**src/rtl/mem_arb_pkg.sv**
```systemverilog
// rtl/mem_arb_pkg.sv - shared types and constants for the memory arbiter
package mem_arb_pkg;

    localparam int DATA_W_DEF = 32;
    localparam int STRB_W     = DATA_W_DEF / 8;

    typedef enum logic [1:0] {
        IDLE  = 2'd0,
        ISSUE = 2'd1,
        WAIT  = 2'd2,
        RESP  = 2'd3
    } arb_state_t;

    typedef enum logic {
        OWN_FETCH = 1'b0,
        OWN_DATA  = 1'b1
    } owner_t;

endpackage

```
**src/rtl/mem_arb_pick.sv**
```systemverilog
// rtl/mem_arb_pick.sv - combinational winner selection between fetch and data
// Ports: i_req, d_req (requests); rr_last (last granted owner, only when
// MEM_ARBITER_RR_EN is defined); grant (any request); winner (selected owner).
// Macro MEM_ARBITER_RR_EN selects round-robin; otherwise data beats fetch.
module mem_arb_pick
    import mem_arb_pkg::*;
(
    input  logic   i_req,
    input  logic   d_req,
`ifdef MEM_ARBITER_RR_EN
    input  owner_t rr_last,
`endif
    output logic   grant,
    output owner_t winner
);

    always_comb begin
        grant  = i_req | d_req;
        winner = OWN_FETCH;
`ifdef MEM_ARBITER_RR_EN
        // On a tie, whoever was not served last goes next.
        if (i_req && d_req) begin
            winner = (rr_last == OWN_DATA) ? OWN_FETCH : OWN_DATA;
        end else if (d_req) begin
            winner = OWN_DATA;
        end
`else
        if (d_req) begin
            winner = OWN_DATA;
        end
`endif
    end

endmodule

```
**src/rtl/mem_arbiter.sv**
```systemverilog
// rtl/mem_arbiter.sv - shares one memory port between fetch and data requesters
// Ports: clk/rst (sync active-high); fetch side i_req/i_addr -> i_done/i_rdata;
// data side d_req/d_we/d_wstrb/d_addr/d_wdata -> d_done/d_rdata; memory side
// m_valid/m_we/m_wstrb/m_addr/m_wdata out, m_ready/m_resp/m_rdata in.
// Macro MEM_ARBITER_RR_EN enables round-robin arbitration on simultaneous requests.
module mem_arbiter
    import mem_arb_pkg::*;
#(
    parameter int ADDR_W = 32,
    parameter int DATA_W = 32
) (
    input  logic                clk,
    input  logic                rst,
    input  logic                i_req,
    input  logic [ADDR_W-1:0]   i_addr,
    output logic                i_done,
    output logic [DATA_W-1:0]   i_rdata,
    input  logic                d_req,
    input  logic                d_we,
    input  logic [DATA_W/8-1:0] d_wstrb,
    input  logic [ADDR_W-1:0]   d_addr,
    input  logic [DATA_W-1:0]   d_wdata,
    output logic                d_done,
    output logic [DATA_W-1:0]   d_rdata,
    output logic                m_valid,
    input  logic                m_ready,
    output logic                m_we,
    output logic [DATA_W/8-1:0] m_wstrb,
    output logic [ADDR_W-1:0]   m_addr,
    output logic [DATA_W-1:0]   m_wdata,
    input  logic                m_resp,
    input  logic [DATA_W-1:0]   m_rdata
);

    arb_state_t          state_q, state_d;
    owner_t              owner_q, owner_d;
    logic                m_valid_q, m_valid_d;
    logic                m_we_q, m_we_d;
    logic [DATA_W/8-1:0] m_wstrb_q, m_wstrb_d;
    logic [ADDR_W-1:0]   m_addr_q, m_addr_d;
    logic [DATA_W-1:0]   m_wdata_q, m_wdata_d;
    logic                i_done_q, i_done_d;
    logic                d_done_q, d_done_d;
    logic [DATA_W-1:0]   i_rdata_q, i_rdata_d;
    logic [DATA_W-1:0]   d_rdata_q, d_rdata_d;
    logic                grant;
    owner_t              winner;

`ifdef MEM_ARBITER_RR_EN
    owner_t              rr_last_q, rr_last_d;
`endif

    mem_arb_pick u_pick (
        .i_req   (i_req),
        .d_req   (d_req),
`ifdef MEM_ARBITER_RR_EN
        .rr_last (rr_last_q),
`endif
        .grant   (grant),
        .winner  (winner)
    );

    always_comb begin
        state_d   = state_q;
        owner_d   = owner_q;
        m_valid_d = m_valid_q;
        m_we_d    = m_we_q;
        m_wstrb_d = m_wstrb_q;
        m_addr_d  = m_addr_q;
        m_wdata_d = m_wdata_q;
        i_rdata_d = i_rdata_q;
        d_rdata_d = d_rdata_q;
        i_done_d  = 1'b0;
        d_done_d  = 1'b0;
`ifdef MEM_ARBITER_RR_EN
        rr_last_d = rr_last_q;
`endif
        case (state_q)
            IDLE: begin
                if (grant) begin
                    owner_d   = winner;
                    m_valid_d = 1'b1;
                    state_d   = ISSUE;
`ifdef MEM_ARBITER_RR_EN
                    rr_last_d = winner;
`endif
                    if (winner == OWN_DATA) begin
                        m_we_d    = d_we;
                        // Loads never carry strobes onto the memory port.
                        m_wstrb_d = d_we ? d_wstrb : '0;
                        m_addr_d  = d_addr;
                        m_wdata_d = d_wdata;
                    end else begin
                        m_we_d    = 1'b0;
                        m_wstrb_d = '0;
                        m_addr_d  = i_addr;
                        m_wdata_d = '0;
                    end
                end
            end
            ISSUE: begin
                if (m_ready) begin
                    m_valid_d = 1'b0;
                    state_d   = WAIT;
                end
            end
            WAIT: begin
                if (m_resp) begin
                    if (owner_q == OWN_DATA) begin
                        d_rdata_d = m_rdata;
                        d_done_d  = 1'b1;
                    end else begin
                        i_rdata_d = m_rdata;
                        i_done_d  = 1'b1;
                    end
                    state_d = RESP;
                end
            end
            RESP: begin
                // Done pulses here; no grant so the requester can drop req.
                state_d = IDLE;
            end
            default: state_d = IDLE;
        endcase
    end

    always_ff @(posedge clk) begin
        if (rst) begin
            state_q   <= IDLE;
            owner_q   <= OWN_FETCH;
            m_valid_q <= 1'b0;
            m_we_q    <= 1'b0;
            m_wstrb_q <= '0;
            m_addr_q  <= '0;
            m_wdata_q <= '0;
            i_rdata_q <= '0;
            d_rdata_q <= '0;
            i_done_q  <= 1'b0;
            d_done_q  <= 1'b0;
`ifdef MEM_ARBITER_RR_EN
            rr_last_q <= OWN_FETCH;
`endif
        end else begin
            state_q   <= state_d;
            owner_q   <= owner_d;
            m_valid_q <= m_valid_d;
            m_we_q    <= m_we_d;
            m_wstrb_q <= m_wstrb_d;
            m_addr_q  <= m_addr_d;
            m_wdata_q <= m_wdata_d;
            i_rdata_q <= i_rdata_d;
            d_rdata_q <= d_rdata_d;
            i_done_q  <= i_done_d;
            d_done_q  <= d_done_d;
`ifdef MEM_ARBITER_RR_EN
            rr_last_q <= rr_last_d;
`endif
        end
    end

    assign m_valid = m_valid_q;
    assign m_we    = m_we_q;
    assign m_wstrb = m_wstrb_q;
    assign m_addr  = m_addr_q;
    assign m_wdata = m_wdata_q;
    assign i_done  = i_done_q;
    assign d_done  = d_done_q;
    assign i_rdata = i_rdata_q;
    assign d_rdata = d_rdata_q;

endmodule

```
**config.mk**
```make
export PLATFORM = sky130hd
export DESIGN_NAME = mem_arbiter
export DESIGN_NICKNAME = d
export VERILOG_FILES = /design/src/rtl/mem_arb_pkg.sv /design/src/rtl/mem_arb_pick.sv /design/src/rtl/mem_arbiter.sv
export SDC_FILE = /design/constraint.sdc
export NUM_CORES = 1
export LEC_CHECK = 0
export BUFFER_PORTS_ARGS = -buffer_cell sky130_fd_sc_hd__buf_2
export CORE_AREA = 2 2 120 122
export CTS_BUF_LIST = sky130_fd_sc_hd__clkbuf_8 sky130_fd_sc_hd__clkbuf_16
export DETAILED_ROUTE_END_ITERATION = 8
export DIE_AREA = 0 0 122 124
export GPL_TIMING_DRIVEN = 1
export PLACE_DENSITY = 0.76
export SLEW_MARGIN = 10
export SYNTH_ARGS = -nofsm -noshare
export SYNTH_HDL_FRONTEND = slang
export SYNTH_HIERARCHICAL = 1
export SYNTH_SLANG_ARGS = --single-unit
```
**constraint.sdc**
```tcl
create_clock -name clk -period 1.5 [get_ports clk]
set_input_delay 0.075 -clock clk [delete_from_list [all_inputs] [get_ports clk]]
set_output_delay 0.075 -clock clk [all_outputs]
set_load 0.02 [all_outputs]
```
# Word level (Yosys, flattened, before mapping)
# Index checks and enable logic that the tools add are counted.
# word_totals
in_bits	139
register_bits	139
wordCells	44
# op_classes
n_mux	15
n_eq_ne	6
bitwise	4
reduce_logical	8
# op_table
operator	count
32-bit two-way mux	2
3-bit AND reduction	4
4-bit two-way mux	2
2-bit case mux with 4 select lines	1
1-bit two-way mux	6
2-bit two-way mux	3
2-bit inequality test (second input constant)	3
2-bit == test (second input constant)	2
1-bit NOT	3
3-bit OR reduction	1
2-bit by 1-bit == test with 1-bit output (second input constant)	1
2-bit zero test	1
1-bit case mux with 2 select lines	1
2-bit AND reduction	1
2-bit nonzero test	1
1-bit bitwise OR	1

# Logic depth before layout (Yosys ltp)
# depth
word_depth	3
ltp_mapped	7

# By module
# Netlist, hierarchy kept.
# modules_own_cells
mod	area_per_inst_um2	cells_each	instances	seq_area_each_um2
mem_arbiter	5461.5	616	1	2782.7
mem_arb_pick	13.8	2	1	0.0

# Worst setup path before layout
# OpenSTA, ideal clock, no wires.
# synth_path
kind	reg2reg
startpoint	reg state_q[0]
endpoint	reg m_addr_q[15] (netlist: m_addr[15])
slack_ns	0.117
synth_period_minus_slack_ns	1.383
setup_time_ns	0.081
t_arrival_ns	1.302
path_stages_with_launch	8
n_path_buf	3
required_time_ns	1.419
cell_sequence	dfxtp_1 -> inv_1 -> ha_1 -> and2_4 -> buf_6 -> buf_12 -> buf_12 -> a211oi_2
# synth_between
elab_chain_len	2
# synth_lines
element	line_no	text
start, declared	mem_arbiter.sv:35	arb_state_t state_q, state_d;
start signal, assigned	mem_arbiter.sv:144	state_q <= state_d;
2-bit zero test	mem_arbiter.sv:78	case (state_q)
2-bit AND reduction (no line)	-	
end signal, assigned	mem_arbiter.sv:149	m_addr_q <= m_addr_d;
end, declared	mem_arbiter.sv:40	logic [ADDR_W-1:0] m_addr_q, m_addr_d;
# Every way passes these cells.
# A chain may end at the register's enable or synchronous reset.

# Final worst setup path
# layout_path
startpoint	reg state_q[0]
endpoint	reg m_wdata_q[14] (netlist: m_wdata[14])
# layout_between
elab_chain_len	2
# layout_lines
element	line_no	text
2-bit zero test	mem_arbiter.sv:78	
2-bit AND reduction (no line)	-	
end signal, assigned	mem_arbiter.sv:150	m_wdata_q <= m_wdata_d;
end, declared	mem_arbiter.sv:41	logic [DATA_W-1:0] m_wdata_q, m_wdata_d;
# Every way passes these cells.

==> flow_summary.ini <==
[status]
outcome = finished clean

[drt]
highest_layer = met4
met1_length_um = 6680
routedWlPerCell_um = 15.6
drt-total-wl_um = 17700
antenna_left = 0
dr.pass1.iters = 4
vias_per_cell = 4.99
vias = 5683
wl_met2_um = 9000
drc = 0
drt_iter0_drc = 333
met3_length_um = 1720

[power]
power.internal_w = 0.00864
power_switching_w = 0.00453
power_frac_seq_pct = 34.3
sw_frac_of_total_pct = 34.4
power_density_nw_per_um2 = 1570
comb_power_share_pct = 34.6
power_w = 0.0132
p_leak_nw = 3.82
ir_drop_mv = 0.905
clockPowerShare_pct = 31.1

[logic_synthesis]
synth_xor_area_share_pct = 0
synthAdderAreaFrac_pct = 0.686
synth_ff_type = dfxtp_1
syn-num-nets = 760
synth_area_leaders = dfxtp_1 (51%), nand2_1 (11%), a21oi_1 (9.0%)
yosys-top-cells-count = nand2_1 (165), dfxtp_1 (139), a21oi_1 (98)
synth_cell_types = 30
ys_seq_elements = 139
avgSynthCellArea_um2 = 8.86
synth_compound_area_share_pct = 17.3
syn_area_um2 = 5480
ys_warn_count = 6
synthCells = 618
ys_seq_area_share_pct = 50.8
async_flop_share_pct = 0
synth_most_common_cell = nand2_1
synth_top_cell_area_share_pct = 50.8
synth_top_family_by_area = simple AND/OR/NAND/NOR gates
synth_edf_count = 0
synthSimpleGateAreaFrac_pct = 18.5
synth_area_leader_cell = dfxtp_1
muxShareOfSynthArea_pct = 6.03

[placed_design]
post_dp_cell_area_um2 = 6940
hpwl_um = 10500
place_congestion = 0.735
numPlacedInstances = 1032
io_buffers = 274

[sta]
max-slew-margin-rel_pct = 69.3
min_period_ps = 1420
finalCritPeriodShare_pct = 94.5
hold_viol_final = 0
setup_viol = 0
worst_pin_slew_ps = 460
slew_violations = 0
fmax_ghz = 0.705
clock_skew_ps = 14.5

[critical_path]
startpoint_type = register
crit_type = register to register
cp.required_ps = 1850
worstRegToRegCells = 6
worst-path-max-fanout = 11
end_kind = register
cp.arrival_ps = 1770
cp_slowest_stage_delay_ps = 320
worstPathCellList = inv_1, ha_2, and2_4, buf_12, nand3_1, a21oi_2
critPathSlowestCell = dfxtp_1

[floorplanning]
die_h_um = 124
core_um2 = 13700
pin_count = 275
die_w_um = 122
fp.dieArea_um2 = 15100
num_rows = 43
initial_core_util_pct = 39.9

[cells_and_area]
nets = 1089
design_area_um2 = 8390
final_layout_size_suffix_gt1_share_pct = 38.2
fillers = 1143
diodes = 0
synthToLayoutAreaGrowth_pct = 53.2
fin_cells = 1140

[grt]
grt_max_degree = 87
grt_use_total_pct = 21.6
first_global_vias = 5317
grt_pass1_wl_um = 25400
antenna_found_initial = 0
overflow = 0

[cts]
post_cts_buffers = 0
clk_path_buf_depth = 2
cts.sinks = 139
h-tree-depth = 4
cts_tree = built
cts_made_buffers = 17
cts_root_buf = clkbuf_16
path_clk_slew_ps = 60
clkLatencyLatePin_ps = 420

[flow_run]
max_cap_viol_count = 0

[min_path]
hold_depth = 3
hold_path.class = input pin to register
[critical path, delay by kind of cell (launching register included)]
family	cells	cell delay, ps
buffers and inverters	2	240
adder cells (fa/ha/maj)	1	230
AND/OR/NAND/NOR	2	380
AO/OA/AOI/OAI	1	180
flip-flops	1	320
[flip-flops by register name (all words and copies together), names as in the netlist]
name     flops
d_done       1
d_rdata     32
i_done       1
i_rdata     32
m_addr      32
m_valid      1
m_wdata     32
m_we         1
m_wstrb      4
owner_q      1
state_q      2
[power groups by stage]
stage,clock [W],sequential [W],combinational [W]
after floorplan,0,0.00520,0.00236
after global placement,0,0.00457,0.00384
after detailed placement,0,0.00458,0.00391
after CTS,0.00417,0.00451,0.00405
after global routing,0.00433,0.00457,0.00490
final,0.00409,0.00452,0.00456
[worst paths after layout]
kind                    from     endpoint  slack, ps
setup / recovery  state_q[0]  m_wdata[14]         80
setup reg to reg  state_q[0]  m_wdata[14]         80
hold / removal    d_wdata[4]   m_wdata[4]         30
hold reg to reg   m_wdata[7]   m_wdata[7]        450
[logic make-up (layout without fill, tap and decap cells)]
logic type | Yosys count | in the layout
simple gates | 248 | 249
fa+ha+maj | 3 | 3
compound gates | 138 | 138
mux | 33 | 33
buf+inv | 57 | 398
flops | 139 | 139
[layout by cell type (no fill, tap or decap), types with 2 or more instances in the layout]
cell type / instances
mux2i_1: 33
dlygate4sd3_1: 69
a22oi_1: 4
a211oi_1: 2
clkbuf_16: 22
nand2b_1: 3
nor2_2: 2
clkinvlp_4: 2
clkbuf_8: 2
a21oi_2: 3
clkinv_2: 6
buf_12: 10
nand3_1: 32
dfxtp_1: 139
buf_2: 273
bufinv_16: 2
a21oi_1: 95
clkinv_4: 2
nor2_1: 38
ha_2: 2
nand2_1: 165
a211oi_2: 30
buf_4: 3
inv_1: 5
[routing by layer]
layer	up-vias	track usage (%)
li1	2734	-
met1	2637	22.8
met2	284	38.7
met3	28	7.55
met4	0	9.77
met5	-	0
[timing repair]
| action | in CTS | in global routing |
|---|---|---|
| setup endpoints to repair | 0 | 78 |
| hold buffers | 69 | 0 |
| endpoints found under the hold margin | 101 | 0 |
| gates resized for setup | 0 | 9 |
[layout make-up]
cell class	instances	area [um2]	area share, %
multi-input combinational	423	2350	28.1
tap	180	225	2.69
inverter	4	15.0	0.179
timing repair buffer	362	2430	29.0
sequential	139	2780	33.2
clock buffer	19	453	5.40
clock inverter	13	126	1.51
[metrics by stage]
stage          hold slack (ps)  setup WS [ps]  TNS, ps  utilization, %
2_1_floorplan              211            117        0               -
3_3_place_gp               315            138        0            50.6
3_5_place_dp               323           66.6        0            50.6
4_1_cts                   6.09           57.5        0            59.9
5_1_grt                   29.9          -2.34    -2.34            61.1
6_report                  29.9           82.5        0            61.1
No activity file was read; power rests on OpenSTA's default activity.
